### src/rtl/mem_arbiter_pkg.sv
// mem_arb_pkg: shared encodings for the two-port memory arbiter.
//   state_e : arbiter FSM states (IDLE arbitrates, WAIT has one access outstanding)
//   owner_e : which requester owns the outstanding access
//   CNT_W   : width of the latency and starvation counters (covers 1..15)
package mem_arb_pkg;

    typedef enum logic {
        ST_IDLE = 1'b0,
        ST_WAIT = 1'b1
    } state_e;

    typedef enum logic {
        OWN_IF = 1'b0,
        OWN_D  = 1'b1
    } owner_e;

    localparam int CNT_W = 4;

endpackage

### src/rtl/mem_arbiter_if.sv
// mem_arbiter_if: bundles the fetch port, data port and memory port of the
// arbiter.
//   slave  : arbiter view (takes requests and read data, drives grants,
//            responses, stalls and the memory strobe)
//   master : environment view (pipeline stages plus the memory model)
interface mem_arbiter_if #(
    parameter int ADDR_W = 32,
    parameter int DATA_W = 32
);
    logic              if_req_i;
    logic [ADDR_W-1:0] if_addr_i;
    logic              if_gnt_o;
    logic              if_rvalid_o;
    logic [DATA_W-1:0] if_rdata_o;
    logic              if_stall_o;
    logic              d_req_i;
    logic              d_we_i;
    logic [ADDR_W-1:0] d_addr_i;
    logic [DATA_W-1:0] d_wdata_i;
    logic              d_gnt_o;
    logic              d_rvalid_o;
    logic [DATA_W-1:0] d_rdata_o;
    logic              d_stall_o;
    logic              mem_en_o;
    logic              mem_we_o;
    logic [ADDR_W-1:0] mem_addr_o;
    logic [DATA_W-1:0] mem_wdata_o;
    logic [DATA_W-1:0] mem_rdata_i;

    modport slave (
        input  if_req_i, if_addr_i, d_req_i, d_we_i, d_addr_i, d_wdata_i, mem_rdata_i,
        output if_gnt_o, if_rvalid_o, if_rdata_o, if_stall_o,
        output d_gnt_o, d_rvalid_o, d_rdata_o, d_stall_o,
        output mem_en_o, mem_we_o, mem_addr_o, mem_wdata_o
    );

    modport master (
        output if_req_i, if_addr_i, d_req_i, d_we_i, d_addr_i, d_wdata_i, mem_rdata_i,
        input  if_gnt_o, if_rvalid_o, if_rdata_o, if_stall_o,
        input  d_gnt_o, d_rvalid_o, d_rdata_o, d_stall_o,
        input  mem_en_o, mem_we_o, mem_addr_o, mem_wdata_o
    );
endinterface

### src/rtl/mem_arbiter_starve_cnt.sv
// starve_cnt: saturating counter of consecutive arbitrations lost by fetch.
//   clk, rst : clock, synchronous active-high reset
//   inc      : count one more lost arbitration (holds at STARVE_MAX)
//   clr      : clear to zero, wins over inc
//   sat      : counter has reached STARVE_MAX
//   cnt      : current count
module starve_cnt
    import mem_arb_pkg::*;
#(
    parameter int STARVE_MAX = 4
) (
    input  logic             clk,
    input  logic             rst,
    input  logic             inc,
    input  logic             clr,
    output logic             sat,
    output logic [CNT_W-1:0] cnt
);
    logic [CNT_W-1:0] cnt_r;
    logic             sat_s;

    assign sat_s = (cnt_r == CNT_W'(STARVE_MAX));

    // Counter register: clear has priority, increment stops at the limit.
    always_ff @(posedge clk) begin
        if (rst) begin
            cnt_r <= {CNT_W{1'b0}};
        end else if (clr) begin
            cnt_r <= {CNT_W{1'b0}};
        end else if (inc && !sat_s) begin
            cnt_r <= cnt_r + {{(CNT_W-1){1'b0}}, 1'b1};
        end else begin
            cnt_r <= cnt_r;
        end
    end

    assign sat = sat_s;
    assign cnt = cnt_r;
endmodule

### src/rtl/mem_arbiter.sv
// mem_arbiter: shares one fixed-latency single-ported memory between the
// instruction-fetch port and the data (load/store) port, one access at a time.
//   clk, rst : clock, synchronous active-high reset
//   bus      : mem_arbiter_if.slave carrying
//              if_*  fetch request/grant/response/stall
//              d_*   data request/grant/response/stall (d_we_i=1 is a store)
//              mem_* memory strobe, write enable, address, write data, read data
// Grants are combinational in IDLE; the response pulses MEM_LAT+1 cycles later.
module mem_arbiter
    import mem_arb_pkg::*;
#(
    parameter int ADDR_W     = 32,
    parameter int DATA_W     = 32,
    parameter int MEM_LAT    = 2,
    parameter int STARVE_MAX = 4
) (
    input logic          clk,
    input logic          rst,
    mem_arbiter_if.slave bus
);
    state_e            state_r;
    state_e            state_s;
    logic [CNT_W-1:0]  cnt_r;
    owner_e            owner_r;
    logic              owner_we_r;
    logic [DATA_W-1:0] if_rdata_r;
    logic [DATA_W-1:0] d_rdata_r;
    logic              if_rvalid_r;
    logic              d_rvalid_r;

    logic              arb_ok_s;
    logic              if_win_s;
    logic              d_win_s;
    logic              grant_s;
    logic              done_s;
    logic              starve_inc_s;
    logic              starve_clr_s;
    logic              starve_sat_s;
    logic [CNT_W-1:0]  starve_cnt_s;

    // Arbitration: data (older instruction) wins unless fetch has starved.
    always_comb begin
        arb_ok_s = 1'b0;
        if_win_s = 1'b0;
        d_win_s  = 1'b0;
        if (!rst && (state_r == ST_IDLE)) begin
            arb_ok_s = 1'b1;
            if_win_s = bus.if_req_i & (~bus.d_req_i | starve_sat_s);
            d_win_s  = bus.d_req_i & ~if_win_s;
        end else begin
            arb_ok_s = 1'b0;
        end
    end

    assign grant_s = if_win_s | d_win_s;
    assign done_s  = (state_r == ST_WAIT) && (cnt_r == {CNT_W{1'b0}});

    // Fetch loses only when it asked in an arbitration cycle and was not chosen.
    assign starve_inc_s = arb_ok_s & bus.if_req_i & ~if_win_s;
    assign starve_clr_s = if_win_s | ~bus.if_req_i;

    starve_cnt #(
        .STARVE_MAX (STARVE_MAX)
    ) u_starve (
        .clk (clk),
        .rst (rst),
        .inc (starve_inc_s),
        .clr (starve_clr_s),
        .sat (starve_sat_s),
        .cnt (starve_cnt_s)
    );

    // Memory port mux from the winner; idle memory port is driven to zero.
    always_comb begin
        bus.mem_en_o    = 1'b0;
        bus.mem_we_o    = 1'b0;
        bus.mem_addr_o  = {ADDR_W{1'b0}};
        bus.mem_wdata_o = {DATA_W{1'b0}};
        if (d_win_s) begin
            bus.mem_en_o    = 1'b1;
            bus.mem_we_o    = bus.d_we_i;
            bus.mem_addr_o  = bus.d_addr_i;
            bus.mem_wdata_o = bus.d_wdata_i;
        end else if (if_win_s) begin
            bus.mem_en_o    = 1'b1;
            bus.mem_addr_o  = bus.if_addr_i;
        end else begin
            bus.mem_en_o    = 1'b0;
        end
    end

    // Next-state logic: WAIT runs until the latency counter reaches zero.
    always_comb begin
        state_s = state_r;
        case (state_r)
            ST_IDLE: begin
                if (grant_s) begin
                    state_s = ST_WAIT;
                end else begin
                    state_s = ST_IDLE;
                end
            end
            ST_WAIT: begin
                if (done_s) begin
                    state_s = ST_IDLE;
                end else begin
                    state_s = ST_WAIT;
                end
            end
            default: state_s = ST_IDLE;
        endcase
    end

    // State, owner and latency counter registers.
    always_ff @(posedge clk) begin
        if (rst) begin
            state_r    <= ST_IDLE;
            cnt_r      <= {CNT_W{1'b0}};
            owner_r    <= OWN_IF;
            owner_we_r <= 1'b0;
        end else begin
            state_r <= state_s;
            if (grant_s) begin
                owner_r    <= d_win_s ? OWN_D : OWN_IF;
                owner_we_r <= d_win_s & bus.d_we_i;
                cnt_r      <= CNT_W'(MEM_LAT - 1);
            end else if ((state_r == ST_WAIT) && !done_s) begin
                cnt_r <= cnt_r - {{(CNT_W-1){1'b0}}, 1'b1};
            end else begin
                cnt_r <= cnt_r;
            end
        end
    end

    // Response capture: one-cycle rvalid for the owner; stores leave d_rdata alone.
    always_ff @(posedge clk) begin
        if (rst) begin
            if_rvalid_r <= 1'b0;
            d_rvalid_r  <= 1'b0;
            if_rdata_r  <= {DATA_W{1'b0}};
            d_rdata_r   <= {DATA_W{1'b0}};
        end else begin
            if_rvalid_r <= done_s && (owner_r == OWN_IF);
            d_rvalid_r  <= done_s && (owner_r == OWN_D);
            if (done_s && (owner_r == OWN_IF)) begin
                if_rdata_r <= bus.mem_rdata_i;
            end else begin
                if_rdata_r <= if_rdata_r;
            end
            if (done_s && (owner_r == OWN_D) && !owner_we_r) begin
                d_rdata_r <= bus.mem_rdata_i;
            end else begin
                d_rdata_r <= d_rdata_r;
            end
        end
    end

    assign bus.if_gnt_o    = if_win_s;
    assign bus.d_gnt_o     = d_win_s;
    assign bus.if_rvalid_o = if_rvalid_r;
    assign bus.d_rvalid_o  = d_rvalid_r;
    assign bus.if_rdata_o  = if_rdata_r;
    assign bus.d_rdata_o   = d_rdata_r;
    assign bus.if_stall_o  = ~rst & ((bus.if_req_i & ~if_win_s) |
                                     ((state_r == ST_WAIT) && (owner_r == OWN_IF)));
    assign bus.d_stall_o   = ~rst & ((bus.d_req_i & ~d_win_s) |
                                     ((state_r == ST_WAIT) && (owner_r == OWN_D)));
endmodule
### src/flat_wrapper.sv
// flat-port wrapper written by rule: the top's interface ports become plain ports
module mem_arbiter_flat import mem_arb_pkg::*;
#(
    parameter int ADDR_W     = 32,
    parameter int DATA_W     = 32,
    parameter int MEM_LAT    = 2,
    parameter int STARVE_MAX = 4
)
  (clk, rst, bus_if_req_i, bus_if_addr_i, bus_d_req_i, bus_d_we_i, bus_d_addr_i, bus_d_wdata_i, bus_mem_rdata_i, bus_if_gnt_o, bus_if_rvalid_o, bus_if_rdata_o, bus_if_stall_o, bus_d_gnt_o, bus_d_rvalid_o, bus_d_rdata_o, bus_d_stall_o, bus_mem_en_o, bus_mem_we_o, bus_mem_addr_o, bus_mem_wdata_o);
  mem_arbiter_if #(.ADDR_W(ADDR_W), .DATA_W(DATA_W)) bus_i ();
  input logic clk;
  input logic rst;
  input wire logic [$bits(bus_i.if_req_i)-1:0] bus_if_req_i;
  input wire logic [$bits(bus_i.if_addr_i)-1:0] bus_if_addr_i;
  input wire logic [$bits(bus_i.d_req_i)-1:0] bus_d_req_i;
  input wire logic [$bits(bus_i.d_we_i)-1:0] bus_d_we_i;
  input wire logic [$bits(bus_i.d_addr_i)-1:0] bus_d_addr_i;
  input wire logic [$bits(bus_i.d_wdata_i)-1:0] bus_d_wdata_i;
  input wire logic [$bits(bus_i.mem_rdata_i)-1:0] bus_mem_rdata_i;
  output wire logic [$bits(bus_i.if_gnt_o)-1:0] bus_if_gnt_o;
  output wire logic [$bits(bus_i.if_rvalid_o)-1:0] bus_if_rvalid_o;
  output wire logic [$bits(bus_i.if_rdata_o)-1:0] bus_if_rdata_o;
  output wire logic [$bits(bus_i.if_stall_o)-1:0] bus_if_stall_o;
  output wire logic [$bits(bus_i.d_gnt_o)-1:0] bus_d_gnt_o;
  output wire logic [$bits(bus_i.d_rvalid_o)-1:0] bus_d_rvalid_o;
  output wire logic [$bits(bus_i.d_rdata_o)-1:0] bus_d_rdata_o;
  output wire logic [$bits(bus_i.d_stall_o)-1:0] bus_d_stall_o;
  output wire logic [$bits(bus_i.mem_en_o)-1:0] bus_mem_en_o;
  output wire logic [$bits(bus_i.mem_we_o)-1:0] bus_mem_we_o;
  output wire logic [$bits(bus_i.mem_addr_o)-1:0] bus_mem_addr_o;
  output wire logic [$bits(bus_i.mem_wdata_o)-1:0] bus_mem_wdata_o;
  assign bus_i.if_req_i = bus_if_req_i;
  assign bus_i.if_addr_i = bus_if_addr_i;
  assign bus_i.d_req_i = bus_d_req_i;
  assign bus_i.d_we_i = bus_d_we_i;
  assign bus_i.d_addr_i = bus_d_addr_i;
  assign bus_i.d_wdata_i = bus_d_wdata_i;
  assign bus_i.mem_rdata_i = bus_mem_rdata_i;
  assign bus_if_gnt_o = bus_i.if_gnt_o;
  assign bus_if_rvalid_o = bus_i.if_rvalid_o;
  assign bus_if_rdata_o = bus_i.if_rdata_o;
  assign bus_if_stall_o = bus_i.if_stall_o;
  assign bus_d_gnt_o = bus_i.d_gnt_o;
  assign bus_d_rvalid_o = bus_i.d_rvalid_o;
  assign bus_d_rdata_o = bus_i.d_rdata_o;
  assign bus_d_stall_o = bus_i.d_stall_o;
  assign bus_mem_en_o = bus_i.mem_en_o;
  assign bus_mem_we_o = bus_i.mem_we_o;
  assign bus_mem_addr_o = bus_i.mem_addr_o;
  assign bus_mem_wdata_o = bus_i.mem_wdata_o;
  mem_arbiter #(.ADDR_W(ADDR_W), .DATA_W(DATA_W), .MEM_LAT(MEM_LAT), .STARVE_MAX(STARVE_MAX)) u_core (.clk(clk), .rst(rst), .bus(bus_i));
endmodule
### config.mk
export PLATFORM = sky130hd
export DESIGN_NAME = mem_arbiter_flat
export DESIGN_NICKNAME = d
export VERILOG_FILES = /design/src/rtl/mem_arbiter_pkg.sv /design/src/rtl/mem_arbiter_if.sv /design/src/rtl/mem_arbiter_starve_cnt.sv /design/src/rtl/mem_arbiter.sv /design/src/flat_wrapper.sv
export SDC_FILE = /design/constraint.sdc
export NUM_CORES = 1
export LEC_CHECK = 0
export BUFFER_PORTS_ARGS = -buffer_cell sky130_fd_sc_hd__buf_4
export CORE_ASPECT_RATIO = 0.8
export CORE_MARGIN = 5
export CORE_UTILIZATION = 46
export CTS_CLUSTER_DIAMETER = 150
export DETAILED_ROUTE_END_ITERATION = 8
export GPL_ROUTABILITY_DRIVEN = 0
export PLACE_DENSITY = 0.86
export SLEW_MARGIN = 10
export SYNTH_ARGS = -nofsm -noshare
export SYNTH_HDL_FRONTEND = slang
export SYNTH_SLANG_ARGS = --single-unit
### constraint.sdc
create_clock -name clk -period 3.9 [get_ports clk]
set_input_delay 0.39 -clock clk [delete_from_list [all_inputs] [get_ports clk]]
set_output_delay 0.39 -clock clk [all_outputs]
set_load 0.05 [all_outputs]
==> results of run 1 <==
[cells in the mapped netlist, types with 2 or more instances]
cell type  count  area (sq um)
nand2_1       70           263
a21oi_1        6          30.0
or3_1          2          12.5
nor3_1         4          20.0
nand2b_1      68           425
dfxtp_1       77          1540
buf_1          2          7.51
nor3_4         2          32.5
mux2i_1       33           330
o22ai_1       34           213
o21ai_0       66           330
o31ai_1        2          15.0
clkbuf_1      26          97.6
o21ai_1        2          10.0
a211o_1        2          17.5
nand3_1        2          10.0
ha_1           4          50.1
or3b_2         2          17.5
nor2b_1       32           200
inv_1          9          33.8
nor2_1         4          15.0
and2_1        33           206
buf_2         12          60.1
[kinds of logic (layout without fill, tap and decap cells)]
family,count (synthesis),count (layout),share of synthesized area
buf+inv,54,300,0.0586
simple gates,227,227,0.311
mux,33,33,0.0802
fa+ha+maj,4,4,0.0122
compound gates,119,119,0.163
flops,77,77,0.374
[placed cells by master (no fill, tap or decap), drive strengths merged]
cell	synthesis	routed
a211o	2	2
a21oi	7	7
a311oi	1	1
a31oi	1	1
and2	33	33
and4b	1	1
buf	17	274
bufinv	0	2
clkbuf	27	11
clkinv	0	2
clkinvlp	0	1
dfxtp	77	77
ha	4	4
inv	10	10
mux2i	33	33
nand2	70	70
nand2b	69	69
nand3	2	2
nand4b	1	1
nand4bb	1	1
nor2	5	5
nor2b	32	32
nor3	6	6
nor4b	1	1
nor4bb	1	1
o2111ai	1	1
o21a	1	1
o21ai	68	68
o21bai	1	1
o22ai	34	34
o2bb2ai	1	1
o31ai	2	2
or3	2	2
or3b	2	2
or4	1	1
[registers in the layout, summed over array words and instances, names as in the netlist]
register and count:
u_core.owner_r 1, u_core.bus.if_rvalid_o 1, u_core.u_starve.cnt 4, u_core.bus.d_rvalid_o 1, u_core.cnt_r 4, u_core.state_r 1, u_core.owner_we_r 1, u_core.bus.d_rdata_o 32
u_core.bus.if_rdata_o 32
[final timing paths]
check	to	slack, ns	start	depth (start not counted)
hold reg to reg	u_core.bus.d_rdata_o[12]	0.48	u_core.bus.d_rdata_o[12]	2
hold / removal	u_core.owner_we_r	0.25	bus_d_we_i	2
setup reg to reg	u_core.bus.if_rdata_o[16]	1.20	u_core.state_r	3
setup / recovery	bus_mem_addr_o[25]	0.70	u_core.u_starve.cnt[0]	6
[cell type report]
type,instances,area (sq um),area share
multi-input cells,383,2340,0.369
well taps,112,140,0.0221
repair buffers,274,2060,0.325
inverters,10,37.5,0.00593
clock buffers,11,131,0.0207
clock inverters,5,85.1,0.0134
flip-flops and latches,77,1540,0.243
[routing by layer]
metal | up-vias | share of wire
met4 | 0 | 0.015
met2 | 149 | 0.52
met5 | - | 0
met1 | 2060 | 0.39
li1 | 2203 | -
met3 | 19 | 0.075
[report_power, final]
| group | leakage [nW] | switching, mW | internal (mW) |
|---|---|---|---|
| Clock | 0.104 | 0.295 | 0.363 |
| Combinational | 2.13 | 0.636 | 0.335 |
| Sequential | 0.625 | 0.0497 | 0.855 |
[per-stage QoR]
stage               instance area (sq um)  hold WS (ns)
detailed placement                   6120         0.466
CTS                                  6330         0.226
global route                         6330         0.248
finish                               6330         0.247
floorplan                            4120         0.442
global placement                     6120         0.460
==> reports/qor.yml, run 1 <==
outcome:
  outcome: "finished, final reports clean"
worst_setup_path:
  critPathMaxStageDelay_ns: 0.68
  cp.buffers_inverters: 2
  crit_slowest_cell: "nand2b_1"
  critPathMaxFanout: 32
  worstSetupStartpointType: "flop"
  critPathRequiredTime_ns: 3.51
  endpoint_kind: "output pin"
  path_cells: "inv_1 > ha_1 > and4b_4 > nand2b_1 > o22ai_1 > buf_4"
  cp_data_arrival_time_ns: 2.81
  cp_top_family: "simple AND/OR/NAND/NOR gates"
  critical_path_class: "flop to output pin"
pwr:
  leakage_nw: 2.85
  power_density_nw_per_um2: 400
  ir_drop_mv: 0.361
  power_mw: 2.53
clocking:
  cts_resized: 0
  cts_hold_buf: 0
  cts_tree: "yes"
  clk_pin_slew_worst_paths_ns: 0.08
  clock_sinks: 77
  clockRootBuffer: "clkbuf_8"
  cts_buffers: 9
  htreeDepth: 3
  cts_max_path_buffers: 2
  insertion_delay_ns: 0.35
  post_cts_buffers: 0
drt:
  viasPerCell: 5.08
  drc_errors: 0
  wl_microns: 14100
  vias: 4431
  antenna_left: 0
  initialDrtViolationCount: 298
  post_drt_wl_per_cell_microns: 16.2
  dr.pass1.iters: 5
floorplan:
  die_area_sq_um: 11000
  die_w_microns: 116
  initial_core_util: 0.479
  num_rows: 30
  ios: 269
  die-height_microns: 94.6
  core-area_sq_um: 8600
sta:
  finalCritPeriodShare: 0.820
  clock_skew_ns: 0.00783
  hold_viol: 0
  rsz0062_at_grt: "no"
  tns_ns: 0
  worstMarginPinSlew_ns: 1.16
  slew-limit-headroom: 0.227
  fin_crit_ns: 3.20
  max_freq_mhz: 313
  slew_viol_final: 0
  setup_viol: 0
  fin_ws_ns: 0.702
global_route:
  grt_pass1_vias: 4258
  grt_use_met2: 0.408
  met1_usage: 0.291
  antenna_found_initial: 0
  grt_max_degree: 110
  use_met3: 0.0737
  overflow: 0
  busiest_layer: "met2"
  grt.total_usage: 0.239
  grt_pass1_wl_microns: 21100
final_layout:
  areaGrowthSynthToFinish_pct: 53.8
  final_core_utilization: 0.737
  stdcell_count: 872
  drive_gt1_frac: 0.391
  fillers: 690
  antennaDiodeCount: 0
  fin_nets: 892
yosys:
  synth_cell_types: 43
  synthesis.area_sq_um: 4120
  avgSynthCellArea_sq_um: 8.01
  yosysWarnings: 0
  synth-edff-count: 0
  seq_area_frac_synth: 0.374
  synthCells: 514
  syn_nets: 651
  ys.flop_type: "dfxtp_1"
  synthArstFlopShare: 0
  ys_ff_latch: 77
hold_path:
  min_path_type: "primary input to flop"
placement:
  place_ws_ns: 1.13
  hpwl_microns: 10700
  place.port_buffers: 268
  dpl.cell_count: 856
flow_run:
  cap_violations: 0
Power figures use the tool's default switching activity.
==> inputs of run 2 (changes only) <==
Settings changed: ABC_AREA set to 1, CORE_UTILIZATION 46 to 41, PLACE_DENSITY 0.86 to 0.81.
Clock period 3.9 ns to 3.2 ns, I/O delays scaled along.
==> run 2 against run 1 <==
  * Via count fell by 0.29%
  * Design area fell by 4.5%
  * Clock power rose by 45%
  * Area after synthesis fell by 8.9%
  * Clock skew rose by 0.0044 ns
  * Hold slack got worse by 0.055 ns
  * Register-to-register slack got worse by 0.33 ns
  * Die area rose by 2.0%
  * Flip-flop and latch count did not move
  * Final cell count rose by 13%
==> reports/qor.yml, run 2 <==
pwr:
  power_density_nw_per_um2: 490  # +23%
  leakage_nw: 3.39  # +19%
  ir_drop_mv: 0.377  # +4.4%
hold_path:
  hold_depth: 2  # unchanged
  hp-start: "rst"
  min_path_type: "primary input to flop"
  holdPathEnd: "u_core.cnt_r[0]"
worst_setup_path:
  path_cells: "inv_1 > ha_1 > nand3_1 > nand2_1 > nand2_1 > inv_2 > nand2_1 > nand2_1 > buf_4"
  ff2ff_path_depth: 9  # +6
  critPathMaxStageDelay_ns: 0.42  # -0.26 ns
  critPathMaxFanout: 33  # +3.1%
  cp_data_arrival_time_ns: 2.17  # -0.64 ns
  rr_endpoint: "u_core.bus.if_rdata_o[1]"
  crit_slowest_cell: "inv_2"
  r2r_start: "u_core.cnt_r[0]"
  endpoint_kind: "output pin"
  critical_path_class: "flop to output pin"
  r2r_slack_ns: 0.87  # -0.33 ns
  critPathRequiredTime_ns: 2.88  # -0.63 ns
  crit_top_cell: "nand2_1"
  worstSetupStartpointType: "flop"
drt:
  dr.pass1.iters: 4  # -1
  post_drt_wl_per_cell_microns: 13.1  # -19%
  wl_microns: 12900  # -8.7%
  antenna_left: 0  # unchanged
  drc_errors: 0  # unchanged
  viasPerCell: 4.49  # -12%
  initialDrtViolationCount: 326  # +9.4%
  vias: 4418  # -0.29%
outcome:
  outcome: "finished, final reports clean"
global_route:
  overflow: 0  # unchanged
  grt.total_usage: 0.210  # -0.0290
  antenna_found_initial: 0  # unchanged
  grt_pass1_wl_microns: 18900  # -10%
  grt_max_degree: 68  # -38%
  grt_pass1_vias: 4120  # -3.2%
sta:
  slew-limit-headroom: 0.344  # +0.117
  tns_ns: 0  # unchanged
  slew_viol_final: 0  # unchanged
  max_freq_mhz: 402
  finalCritPeriodShare: 0.778
  worstMarginPinSlew_ns: 0.983  # -0.177 ns
  setup_viol: 0  # unchanged
  clock_skew_ns: 0.0123  # +0.00442 ns
  rsz0062_at_grt: "no"
  hold_viol: 0  # unchanged
  fin_crit_ns: 2.49
yosys:
  yosys.area.top_type: "dfxtp_1"
  synthCells: 610  # +19%
  synthMostInstantiatedCell: "nand2_1"
  avgSynthCellArea_sq_um: 6.15  # -23%
  synthesis.area_sq_um: 3750  # -8.9%
  synth_area_leaders: "dfxtp_1 41%, nand2_1 19%, nor2_1 17%, inv_1 7.8%, o21ai_0 5.1%"
  synth_top_family_by_area: "simple AND/OR/NAND/NOR gates"
  synthAdderAreaFrac: 0.0133  # +0.00118
  ys_ff_latch: 77  # unchanged
  seq_area_frac_synth: 0.411  # +0.0364
  synth-xor-area-share: 0.00467  # +0.00467
  synth_cell_types: 21  # -51%
  synthArstFlopShare: 0  # unchanged
  yosys.area_share.simple: 0.382  # +0.0710
  synth_top_area_share: 0.411  # +0.0364
  synth-edff-count: 0  # unchanged
  synth_common_cells: "185 x nand2_1, 170 x nor2_1, 78 x inv_1, 77 x dfxtp_1, 38 x o21ai_0"
  ys.flop_type: "dfxtp_1"
  synth_compound_area_frac: 0.0614  # -0.102
  yosysWarnings: 0  # unchanged
  syn_nets: 747  # +15%
  synth_mux_area_frac: 0  # -0.0802
final_layout:
  fillers: 779  # +13%
  areaGrowthSynthToFinish_pct: 61.2
  final_core_utilization: 0.672  # -0.0645
  layout_commonest_cell: "buf_4"
  antennaDiodeCount: 0  # unchanged
  multi_input_area_sq_um: 1730  # -26%
  seq_area_sq_um: 1540  # unchanged
  layout_common_cells: "272 x buf_4, 185 x nand2_1, 170 x nor2_1"
  fin_nets: 1002  # +12%
  stdcell_count: 985  # +13%
  drive_gt1_frac: 0.341  # -0.0494
clocking:
  insertion_delay_ns: 0.33  # -0.02 ns
  clk_pin_slew_worst_paths_ns: 0.07  # about the same
  clockRootBuffer: "clkbuf_16"
  cts_resized: 0  # unchanged
  cts_buffers: 9  # unchanged
  cts_hold_buf: 0  # unchanged
  cts_tree: "yes"
  htreeDepth: 3  # unchanged
  post_cts_buffers: 0  # unchanged
  clock_sinks: 77  # unchanged
  cts_max_path_buffers: 2  # unchanged
floorplan:
  core-area_sq_um: 9000  # +4.7%
  die_w_microns: 117  # +1.0%
  die_area_sq_um: 11200  # +2.0%
  ios: 269  # unchanged
  die-height_microns: 95.6  # +0.99%
  num_rows: 31  # +3.3%
  initial_core_util: 0.417  # -0.0620
placement:
  dpl.cell_count: 969  # +13%
  place.port_buffers: 268  # unchanged
  hpwl_microns: 9990  # -7.0%
flow_run:
  cap_violations: 0  # unchanged
run 2: layer usage:
metal | global-route usage | up-vias | wire (microns)
li1 | - | 2315 | -
met1 | 0.258 | 1927 | 5150
met2 | 0.364 | 164 | 6620
met3 | 0.0596 | 12 | 989
met4 | 0.0497 | 0 | 102
met5 | 0 | - | 0
run 2: final cells by class:
| cell class | instances | share of cell area |
|---|---|---|
| Clock buffer | 9 | 0.0372 |
| Clock inverter | 7 | 0.00910 |
| Inverter | 82 | 0.0509 |
| Multi-Input combinational cell | 423 | 0.287 |
| Sequential cell | 77 | 0.255 |
| Tap cell | 115 | 0.0238 |
| Timing Repair Buffer | 272 | 0.338 |
run 2: report_power, final:
group / internal [mW] / switching (mW)
clock network: 0.536 / 0.415
registers: 1.02 / 0.0374
logic: 0.320 / 0.632
total: 1.88 / 1.09
run 2: worst max-delay path by stage:
stage                           startpoint                   endpoint  slack (ns)
floorplan           u_core.u_starve.cnt[0]        bus_mem_wdata_o[23]        1.18
global placement           u_core.cnt_r[0]  u_core.bus.if_rdata_o[30]        1.10
detailed placement         u_core.cnt_r[0]  u_core.bus.if_rdata_o[29]        0.96
CTS                 u_core.u_starve.cnt[0]         bus_mem_addr_o[31]        0.72
global route        u_core.u_starve.cnt[0]         bus_mem_addr_o[23]        0.50
finish              u_core.u_starve.cnt[0]         bus_mem_addr_o[31]        0.71
run 2: cell families after synthesis:
group           Yosys count
compound gates           46
xor+xnor                  2
simple gates            371
flops                    77
buf+inv                 110
fa+ha+maj                 4
run 2: worst max-delay path, delay by kind of cell, from the launching register on:
kind | cells | cell delay [ns]
fa+ha+maj | 1 | 0.16
buf+inv | 3 | 0.72
simple gates | 5 | 0.60
flops | 1 | 0.34
run 2: stage by stage:
stage	hold slack (ns)	power (mW)	setup WS (ns)	area [sq um]
2_1_floorplan	0.389	1.68	1.18	3750
5_1_grt	0.189	3.11	0.502	6050
4_1_cts	0.186	2.99	0.717	6050
6_report	0.191	2.96	0.711	6050
3_5_place_dp	0.473	2.03	0.964	5770
3_3_place_gp	0.463	2.01	1.10	5770
